===== src/rtl/uart_tx_fifo.sv =====
// uart_tx_fifo: DEPTH x 8 byte FIFO that feeds a uart_tx, keeping at most one byte in flight.
// Latency: a byte written into an empty FIFO with tx_idle high gives tx_data_en two edges after the write edge.
// Backpressure: a write while full is dropped and flagged on overflow; pops wait for tx_idle, then for tx_finish.
module uart_tx_fifo #(
  parameter int DEPTH  = 16,
  parameter int ADDR_W = 4
) (
  input  logic              clk_in,
  input  logic              rst,
  input  logic              wr_en,
  input  logic [7:0]        wr_data,
  output logic              full,
  output logic              empty,
  output logic [ADDR_W:0]   count,
  output logic              overflow,
  output logic              tx_data_en,
  output logic [7:0]        tx_data_in,
  input  logic              tx_idle,
  input  logic              tx_finish
);

  localparam logic [ADDR_W:0] DEPTH_CNT = (ADDR_W+1)'(DEPTH);

  typedef enum logic [1:0] {
    IDLE      = 2'd0,
    SEND      = 2'd1,
    WAIT_DONE = 2'd2
  } state_t;

  state_t              state_q, state_d;
  logic [7:0]          mem_q [DEPTH];
  logic [ADDR_W-1:0]   wr_ptr_q, wr_ptr_d;
  logic [ADDR_W-1:0]   rd_ptr_q, rd_ptr_d;
  logic [ADDR_W:0]     count_q, count_d;
  logic                full_q, full_d;
  logic                empty_q, empty_d;
  logic                overflow_q, overflow_d;
  logic                tx_en_q, tx_en_d;
  logic [7:0]          tx_data_q, tx_data_d;
  logic                push;
  logic                pop;

  // FSM state register; reset returns to IDLE so a flushed FIFO never launches a byte
  always_ff @(posedge clk_in) begin
    if (rst) begin
      state_q <= IDLE;
    end else begin
      state_q <= state_d;
    end
  end

  // FSM next state: one byte in flight, tx_finish only honoured once the byte is launched
  always_comb begin
    state_d = state_q;
    case (state_q)
      IDLE:      if (!empty_q && tx_idle) state_d = SEND;
      SEND:      state_d = WAIT_DONE;
      WAIT_DONE: if (tx_finish) state_d = IDLE;
      default:   state_d = IDLE;
    endcase
  end

  // FSM outputs: pop the head in IDLE, load the byte, and register the one-cycle load pulse after SEND
  always_comb begin
    pop       = (state_q == IDLE) && !empty_q && tx_idle;
    tx_en_d   = (state_q == SEND);
    tx_data_d = pop ? mem_q[rd_ptr_q] : tx_data_q;
  end

  // FIFO bookkeeping: writes gated only by full, so a same-cycle pop never frees room for a write
  always_comb begin
    push       = wr_en && !full_q;
    overflow_d = wr_en && full_q;
    wr_ptr_d   = push ? wr_ptr_q + 1'b1 : wr_ptr_q;
    rd_ptr_d   = pop  ? rd_ptr_q + 1'b1 : rd_ptr_q;
    count_d    = count_q;
    case ({push, pop})
      2'b10:   count_d = count_q + 1'b1;
      2'b01:   count_d = count_q - 1'b1;
      default: count_d = count_q;
    endcase
    full_d  = (count_d == DEPTH_CNT);
    empty_d = (count_d == '0);
  end

  // FIFO and output registers; status flags are computed from the next count so they always agree
  always_ff @(posedge clk_in) begin
    if (rst) begin
      wr_ptr_q   <= '0;
      rd_ptr_q   <= '0;
      count_q    <= '0;
      full_q     <= 1'b0;
      empty_q    <= 1'b1;
      overflow_q <= 1'b0;
      tx_en_q    <= 1'b0;
      tx_data_q  <= 8'h00;
    end else begin
      wr_ptr_q   <= wr_ptr_d;
      rd_ptr_q   <= rd_ptr_d;
      count_q    <= count_d;
      full_q     <= full_d;
      empty_q    <= empty_d;
      overflow_q <= overflow_d;
      tx_en_q    <= tx_en_d;
      tx_data_q  <= tx_data_d;
    end
  end

  // Byte storage; contents need no reset because the pointers and count define validity
  always_ff @(posedge clk_in) begin
    if (!rst && push) begin
      mem_q[wr_ptr_q] <= wr_data;
    end
  end

  assign full       = full_q;
  assign empty      = empty_q;
  assign count      = count_q;
  assign overflow   = overflow_q;
  assign tx_data_en = tx_en_q;
  assign tx_data_in = tx_data_q;

endmodule

===== config.mk =====
export PLATFORM = sky130hd
export DESIGN_NAME = uart_tx_fifo
export DESIGN_NICKNAME = d
export VERILOG_FILES = /design/src/rtl/uart_tx_fifo.sv
export SDC_FILE = /design/constraint.sdc
export NUM_CORES = 1
export LEC_CHECK = 0
export CAP_MARGIN = 20
export CORE_MARGIN = 2
export CORE_UTILIZATION = 50
export DETAILED_ROUTE_END_ITERATION = 10
export PLACE_DENSITY_LB_ADDON = 0.08
export SLEW_MARGIN = 5
export SYNTH_ARGS = -nofsm -noshare
export SYNTH_HDL_FRONTEND = slang
export SYNTH_SLANG_ARGS = --single-unit

===== constraint.sdc =====
create_clock -name clk_in -period 3.3 [get_ports clk_in]
set_clock_uncertainty 0.05 [all_clocks]
set_input_delay 0.33 -clock clk_in [delete_from_list [all_inputs] [get_ports clk_in]]
set_output_delay 0.33 -clock clk_in [all_outputs]
set_load 0.05 [all_outputs]

# Word-level counts from Yosys, hierarchy flattened
# Memory sizes are Yosys's and may differ from the RTL's. A register that Yosys moved wholly into a read port is not among the register bits.
# Cells that the tools add are included.
# W data, S select, Z words.
[word_totals]
ff_bits = 19
latchBits = 0
mem_bits_rw = 128
rom_bits = 0
in_bits = 13
out_inout_bits = 17
wordCells = 38
n_memories = 1
[memory_table]
columns = ["memory", "depth", "width", "read_ports", "rd_ports_with_merged_regs", "wr", "line", "text"]
rows = [
  ["mem_q", 16, 8, 1, 1, 1, "31", "logic [7:0] mem_q [DEPTH];"],
]
[op_classes]
addsub = 4
mul = 0
div = 0
order_cmp = 0
eq_ne = 7
shift = 0
mux = 6
bitwise = 0
n_reduce_logical = 12
[op_table]
columns = ["operator", "count"]
rows = [
  ["$pmux W5 S2", 1],
  ["$add A4 B1 Y4 const B", 2],
  ["$logic_and A1 B1 Y1", 6],
  ["$pmux W2 S3", 1],
  ["$add A5 B1 Y5 const B", 1],
  ["$eq A5 B5 Y1 const B", 1],
  ["$logic_not A5 Y1", 1],
  ["$sub A5 B1 Y5 const B", 1],
  ["$eq A2 B1 Y1 const B", 2],
  ["$eq A2 B2 Y1 const B", 2],
  ["$mux W2", 2],
  ["$ne A2 B2 Y1 const B", 2],
  ["$logic_not A1 Y1", 3],
  ["$logic_not A2 Y1", 1],
  ["$mux W1", 2],
  ["$reduce_and A2 Y1", 1],
]

# Logic depth before layout (Yosys ltp)
# Gate-level depths: netlist (run 1).
[logic_depth]
ltp_word = 6
ltp_mapped = 10
mapped_depth_nobuf = 9

# Worst setup path after synthesis (run 1)
# No wires, ideal clock.
[synth_path]
path_kind = "register -> register"
startpoint = "reg empty_q, in the netlist empty"
endpoint = "reg full_q, in the netlist full"
setup_time_ns = 0.117
arrival_time_ns = 2.649
required_time_ns = 3.133
slack_ns = 0.484
path_stages_with_launch = 10
path_buffers = 1
synth_period_minus_slack_ns = 2.816
path_cell_list = "dfxtp_1 -> or4b_4 -> clkinv_4 -> clkbuf_1 -> ha_1 -> nor3b_1 -> o21ai_0 -> a211o_1 -> xor2_1 -> and4bb_1"
[synth_via]
elab_chain_cells = 6
word_cells_on_any_way = 7
classes_between = "eq/ne (3); mux (1); reduce/logical (3)"
[synth_rtl]
columns = ["element", "line", "text"]
rows = [
  ["start, declared", "36", "logic empty_q, empty_d;"],
  ["start signal, assigned", "102", "empty_q <= empty_d;"],
  ["$logic_not A1 Y1 *", "65", "pop = (state_q == IDLE) && !empty_q && tx_idle;"],
  ["$logic_and A1 B1 Y1 * (2 in a row)", "65", ""],
  ["$eq A2 B1 Y1 or $eq A2 B2 Y1 (tied branches)", "77", "case ({push, pop})"],
  ["$pmux W5 S2 *", "77", ""],
  ["$eq A5 B5 Y1 *", "82", "full_d = (count_d == DEPTH_CNT);"],
  ["end signal, assigned", "101", "full_q <= full_d;"],
  ["end, declared", "35", "logic full_q, full_d;"],
]
# Every way passes the cells marked *; elsewhere a longest branch is shown, timed or not.
# A chain may end at the register's enable or synchronous reset.

# Final worst setup path (run 1)
[layout_path]
startpoint = "reg state_q[1]"
endpoint = "reg full_q, in the netlist full"
[layout_via]
elab_chain_cells = 6
word_cells_on_any_way = 7
classes_between = "eq/ne (3); mux (1); reduce/logical (3)"
[layout_rtl]
columns = ["element", "line", "text"]
rows = [
  ["start, declared", "30", "state_t state_q, state_d;"],
  ["start signal, assigned", "48", "state_q <= state_d;"],
  ["$logic_not A2 Y1 *", "65", ""],
  ["$logic_and A1 B1 Y1 * (2 in a row)", "65", ""],
  ["$eq A2 B1 Y1 or $eq A2 B2 Y1 (tied branches)", "77", ""],
  ["$pmux W5 S2 *", "77", ""],
  ["$eq A5 B5 Y1 *", "82", ""],
]
# Marks and branches as above.

==> run_results.csv, run 1 <==
group,metric,value,unit
worst_setup_path,critPathRequiredTime,3.55,ns
clock_tree,cts_tree,"yes",
worst_setup_path,end_kind,"register",
sta,worstMarginPinSlew,0.606,ns
sta,fin_crit_sh,0.849,
global_route,grt_pass1_wl,17.0,mm
logic_synthesis,syn_inst,349,
floorplanning,dieArea,13200,sq um
logic_synthesis,synth_area_leaders,"edfxtp_1 (63%), mux4_2 (15%), dfxtp_1 (8.8%), nand2_1 (1.9%), nor2_1 (1.9%)",
placement,dp_hpwl,7.31,mm
logic_synthesis,synth-seq-cells,155,
drt,vias,3082,
logic_synthesis,yosysUniqueCellTypes,33,
clock_tree,cts_buffers,17,
floorplanning,core_area,12000,sq um
worst_setup_path,worstRegToRegCells,9,
min_path,hold_depth,2,
pwr,pwr-share-clk,0.370,
clock_tree,clk_latency,0.41,ns
worst_setup_path,critPathMaxFanout,13,
logic_synthesis,yosysWarnings,0,
clock_tree,cts.clk_slew.worst_paths,0.05,ns
logic_synthesis,synthSimpleGateAreaFrac,0.0633,
worst_setup_path,crit_arrival,3.05,ns
logic_synthesis,avgSynthCellArea,17.6,sq um
final_layout,layout-drive-gt1-share,0.218,
status,status,"completed",
sta,grt_setup_unrepaired,"false",
pwr,vdd_drop_max,0.501,mV
logic_synthesis,ys_seq_area_frac,0.715,
logic_synthesis,synthTopCellsByCount,"edfxtp_1 (128), mux4_2 (40), nand2_1 (31), nor2_1 (31), dfxtp_1 (27)",
logic_synthesis,synthesis.nets,369,
logic_synthesis,syn_area,6130,sq um
logic_synthesis,synth_ff_type,"edfxtp_1",
final_layout,syn2layout_area_growth,18.3,%
final_layout,n_antenna_cell,0,
worst_setup_path,cp_slowest_cell,"or4b_4",
sta,hold_violations,0,
logic_synthesis,synth_xor_xnor_area_share,0.0157,
global_route,overflow,0,
drt,vias_per_cell,5.54,
sta,fmax,0.357,GHz
clock_tree,cts_root_buf,"clkbuf_16",
flow_run,maxCapViolCount,0,
worst_setup_path,crit_type,"register to register",
pwr,power_frac_comb,0.179,
floorplanning,die_y,115,microns
floorplanning,rows,40,
worst_setup_path,r2r_slack,0.50,ns
sta,fin_crit,2.80,ns
sta,drv_slew,0,
worst_setup_path,max_stage_delay,0.65,ns
drt,wire_per_inst,19.1,microns
clock_tree,cts_resized,0,
final_layout,fillCellCount,908,
min_path,holdCritPathClass,"register to register",
min_path,hold_end,"tx_data_in[5]$_SDFFE_PP0P_",
floorplanning,die_x,115,microns
floorplanning,ios,30,
logic_synthesis,synth_compound_area_frac,0.0218,
pwr,p_leak,2.36,nW
final_layout,nets,416,
global_route,grt_antenna_before_repair,0,
clock_tree,cts_sinks,155,
pwr,internal-power,3.76,mW
clock_tree,ctsHoldBuffers,0,
logic_synthesis,async_reset_ff_frac,0,
pwr,power.total,5.01,mW
drt,routed_wirelength,10.6,mm
worst_setup_path,cp_common_cell,"xor2_1",
logic_synthesis,synth_largest_area_cell,"edfxtp_1",
logic_synthesis,synth_edf_count,128,
pwr,power.switching,1.25,mW
drt,dr.pass1.iters,4,
sta,tns,0,ns
logic_synthesis,synthMuxAreaShare,0.150,
drt,drtIter0Drc,265,
logic_synthesis,synth.most_common_cell,"edfxtp_1",
global_route,grt.total_usage,0.179,
sta,maxSlewHeadroom,0.595,
global_route,grt_pass1_vias,3144,
worst_setup_path,timing.rr.start,"state_q[1]$_SDFFE_PP0P_",
pwr,power.density,691,nW/um^2
clock_tree,post-cts-setup-buffer-count,0,
min_path,min_from,"tx_data_in[5]$_SDFFE_PP0P_",
drt,drc,0,
floorplanning,initial_utilization,0.510,
logic_synthesis,synth_top_family_by_area,"multiplexers",
global_route,grt_max_degree,36,
placement,portBuffers,29,
sta,final-setup-viol-count,0,
logic_synthesis,yosysTopAreaCellShare,0.627,
pwr,power_frac_seq,0.451,
clock_tree,ctsHtreeMaxLevel,4,
worst_setup_path,startpoint_type,"register",
clock_tree,clockBufferDepth,2,
worst_setup_path,path_cells,"or4b_4, nor2_1, xor2_1, ha_1, and4b_1, a221oi_1, a211o_1, xor2_1, and4bb_1",
pwr,power.share.switching,0.250,
drt,ant_nets,0,
placement,place_congestion,0.824,
worst_setup_path,r2r-end,"full$_SDFF_PP0_",
logic_synthesis,synthAdderAreaFrac,0.0143,
per-layer routing:
layer,GRT usage,vias up,part of all wire
met3,0.0443,8,0.036
met4,0.0651,0,0.0099
met5,0,-,0
met2,0.292,73,0.51
li1,-,1445,-
met1,0.239,1556,0.44
flip-flops by register name (all words and copies together) (netlist names):
name	flops
tx_data_in	8
tx_data_en	1
empty	1
state_q	2
mem_q	128
rd_ptr_q	4
overflow	1
full	1
count	5
wr_ptr_q	4
logic make-up (layout without fill, tap and decap cells):
kind of cell,count (synthesis),in the layout
buf+inv,27,87
fa+ha+maj,7,7
mux,42,42
compound gates,22,22
simple gates,85,85
flops,155,155
xor+xnor,11,11
worst max path at each step:
stage,startpoint,endpoint,slack (ns),depth (start not counted)
floorplan,empty$_SDFF_PP1_,full$_SDFF_PP0_,0.48,9
global placement,tx_idle,full$_SDFF_PP0_,0.21,10
detailed placement,tx_idle,full$_SDFF_PP0_,0.14,10
CTS,state_q[1]$_SDFFE_PP0P_,full$_SDFF_PP0_,0.52,9
global route,state_q[1]$_SDFFE_PP0P_,full$_SDFF_PP0_,0.38,9
finish,state_q[1]$_SDFFE_PP0P_,full$_SDFF_PP0_,0.50,9
critical path, delay by kind of cell (launching register included):
family	cells	cell delay, ns
and+or+nand+nor	4	1.36
xor gates and xnor gates	2	0.40
AOI/OAI and AO/OA	2	0.34
DFF	1	0.32
adders and majority gates	1	0.22
power groups by stage:
| stage | Sequential (mW) | Combinational (mW) | Clock [mW] |
|---|---|---|---|
| 4_1_cts | 2.26 | 0.910 | 1.89 |
| 3_5_place_dp | 2.31 | 0.907 | 0 |
| 2_1_floorplan | 2.42 | 0.532 | 0 |
| 6_report | 2.26 | 0.897 | 1.85 |
| 5_1_grt | 2.27 | 0.977 | 1.97 |
| 3_3_place_gp | 2.30 | 0.897 | 0 |
placed cells by master, fill, tap and decap left out, types with 4 or more instances in the layout:
master           count
xnor2_1              4
dfxtp_1             26
clkinv_2             4
ha_1                 7
clkdlybuf4s50_1     29
a21oi_1             14
nor2_1              31
nand2_1             31
mux4_2              40
inv_1                5
xor2_1               7
nor3_1               6
edfxtp_1           128
clkbuf_16           17
clkinv_1             5
buf_4               18
cell type report:
type | instances | area, sq um | share of cell area
Sequential cell | 155 | 4390 | 0.605
Multi-Input combinational cell | 167 | 1630 | 0.224
Clock buffer | 20 | 437 | 0.0602
Tap cell | 147 | 184 | 0.0254
Clock inverter | 12 | 129 | 0.0178
Inverter | 6 | 27.5 | 0.00379
Timing Repair Buffer | 49 | 465 | 0.0642
per-stage QoR:
step | area (sq um) | setup slack (ns) | cells | hold slack, ns | util
finish | 7250 | 0.498 | 556 | 0.406 | 0.604
detailed placement | 6690 | 0.145 | 524 | 0.401 | 0.557
global route | 7250 | 0.382 | 556 | 0.437 | 0.604
CTS | 7250 | 0.520 | 556 | 0.409 | 0.604
floorplan | 6130 | 0.484 | 349 | 0.379 | -
global placement | 6690 | 0.209 | 524 | 0.397 | 0.557
Note: power is estimated with default switching activity, not from simulation.
==> inputs of run 2 (changes only) <==
==> constraint.sdc (replaced) <==
create_clock -name clk_in -period 2.4 [get_ports clk_in]
set_clock_uncertainty 0.05 [all_clocks]
set_input_delay 0.24 -clock clk_in [delete_from_list [all_inputs] [get_ports clk_in]]
set_output_delay 0.24 -clock clk_in [all_outputs]
set_load 0.05 [all_outputs]
==> run_results.csv, run 2 (synthesis results as in run 1) <==
group,metric,value,unit
drt,vias,3106,
sta,drv_slew,0,
final_layout,top_register,"mem_q",
worst_setup_path,startpoint_type,"register",
sta,fin_crit_sh,1.04,
final_layout,n_antenna_cell,0,
placement,portBuffers,29,
final_layout,regArea,4390,sq um
sta,hold_violations,0,
placement,postPlaceCellArea,6810,sq um
global_route,overflow,0,
final_layout,fin_cells,568,
final_layout,final_cell_mix,"edfxtp_1 (128), mux4_2 (40), nand2_1 (31), buf_4 (31), nor2_1 (30)",
clock_tree,clk_latency,0.41,ns
floorplanning,dieArea,13200,sq um
sta,final-setup-viol-count,2,
placement,placedCellCount,537,
pwr,power.density,959,nW/um^2
sta,fmax,0.400,GHz
sta,maxSlewHeadroom,0.603,
drt,dr.pass1.iters,4,
sta,worstMarginPinSlew,0.595,ns
drt,vias_per_cell,5.47,
worst_setup_path,end_kind,"register",
worst_setup_path,crit_type,"register to register",
clock_tree,cts_sinks,155,
floorplanning,initial_utilization,0.510,
global_route,grt.total_usage,0.186,
flow_run,maxCapViolCount,0,
drt,routed_wirelength,10.9,mm
sta,final.setup.worst_slack,-0.0976,ns
floorplanning,rows,40,
final_layout,fillCellCount,893,
clock_tree,cts_root_buf,"clkbuf_16",
global_route,grt_pass1_vias,3156,
worst_setup_path,critPathRequiredTime,2.65,ns
drt,drc,0,
final_layout,syn2layout_area_growth,21.5,%
worst_setup_path,crit_arrival,2.74,ns
final_layout,layout-drive-gt1-share,0.278,
final_layout,multiInputGateArea,1690,sq um
pwr,p_leak,2.43,nW
status,violations,"negative setup slack",
final_layout,nets,429,
sta,fin_crit,2.50,ns
floorplanning,die_y,115,microns
floorplanning,ios,30,
min_path,holdCritPathClass,"input port to register",
worst_setup_path,path_delay_family,"simple AND/OR/NAND/NOR gates",
final_layout,postLayoutCellArea,7450,sq um
drt,drtIter0Drc,181,
worst_setup_path,r2r_slack,-0.1,ns
status,status,"finished with violations",
global_route,grt_max_degree,36,
worst_setup_path,path_buf_inv,0,
clock_tree,cts_tree,"yes",
worst_setup_path,critPathMaxFanout,4,
worst_setup_path,timing.rr.start,"empty$_SDFF_PP1_",
worst_setup_path,cp_slowest_cell,"or4b_4",
worst_setup_path,startpoint,"empty$_SDFF_PP1_",
floorplanning,core_area,12000,sq um
global_route,grt_pass1_wl,17.4,mm
floorplanning,die_x,115,microns
worst_setup_path,max_stage_delay,0.56,ns
sta,grt_setup_unrepaired,"true",
clock_tree,cts.clk_slew.worst_paths,0.06,ns
placement,place_congestion,0.820,
clock_tree,post-cts-setup-buffer-count,0,
global_route,grt_antenna_before_repair,0,
worst_setup_path,path_cells,"or4b_4, nor2_4, xor2_1, ha_2, nor2b_1, o21ai_1, a211o_1, xor2_2, a31o_2",
clock_tree,ctsHtreeMaxLevel,4,
final_layout,final_common_cell,"edfxtp_1",
clock_tree,cts_buffers,17,
pwr,vdd_drop_max,0.616,mV
drt,ant_nets,0,
drt,wire_per_inst,19.1,microns
placement,dp_hpwl,7.43,mm
min_path,min_from,"wr_en",
clock_tree,clockBufferDepth,2,
final_layout,largest_reg_flops,128,
run 2: cell count changes in the layout (fill, tap and decap cells not counted), sizes merged:
cell,delta
clkinvlp,+4
clkinv,-3
clkbuf,-3
buf,+13
inv,+1
run 2: through the flow:
step / TNS, ns / power, mW / hold WS (ns) / utilization / setup WS (ns)
2_1_floorplan: -0.190 / 4.10 / 0.289 / - / -0.0975
3_3_place_gp: -14.52 / 4.51 / 0.397 / 0.567 / -0.379
3_5_place_dp: -12.71 / 4.54 / 0.402 / 0.567 / -0.391
4_1_cts: -0.108 / 7.21 / 0.317 / 0.618 / -0.0545
5_1_grt: -0.472 / 7.46 / 0.348 / 0.620 / -0.219
6_report: -0.158 / 7.14 / 0.337 / 0.620 / -0.0976
run 2: repair_timing:
item | 4_1_cts | 5_1_grt
gates resized for setup | 3 | 5
pin swaps | 2 | 3
hold buffers | 0 | 0
setup endpoints to repair | 2 | 4
run 2: power breakdown:
| part | switching [mW] | internal (mW) |
|---|---|---|
| Combinational | 0.734 | 0.645 |
| Clock | 1.01 | 1.63 |
| Sequential | 0.101 | 3.02 |
| Total | 1.85 | 5.29 |
run 2: worst register-to-register path, stage by stage (launching register included):
cell	delay [ns]
dfxtp_4	0.34
or4b_4	0.56
nor2_4	0.11
xor2_1	0.16
ha_2	0.23
nor2b_1	0.14
o21ai_1	0.06
a211o_1	0.33
xor2_2	0.17
a31o_2	0.24
run 2: area by class of cell:
class,instances,share of cell area
inverter,6,0.00370
multi-input combinational,167,0.226
clock inverter,14,0.0232
timing repair buffer,62,0.0756
tap,147,0.0247
clock buffer,17,0.0571
sequential,155,0.589
run 2: layer usage:
layer	wire length, microns	vias up	share of wire	GRT usage
li1	-	1468	-	-
met1	4760	1563	0.44	0.245
met2	5560	64	0.51	0.302
met3	441	11	0.041	0.0480
met4	105	0	0.0097	0.0731
met5	0	-	0	0
run 2: path summary, 6_finish.rpt:
kind,end,cells after the start
setup reg to reg,empty$_SDFF_PP1_,9
setup / recovery,empty$_SDFF_PP1_,9
hold reg to reg,tx_data_in[6]$_SDFFE_PP0P_,2
hold / removal,overflow$_SDFF_PP0_,3
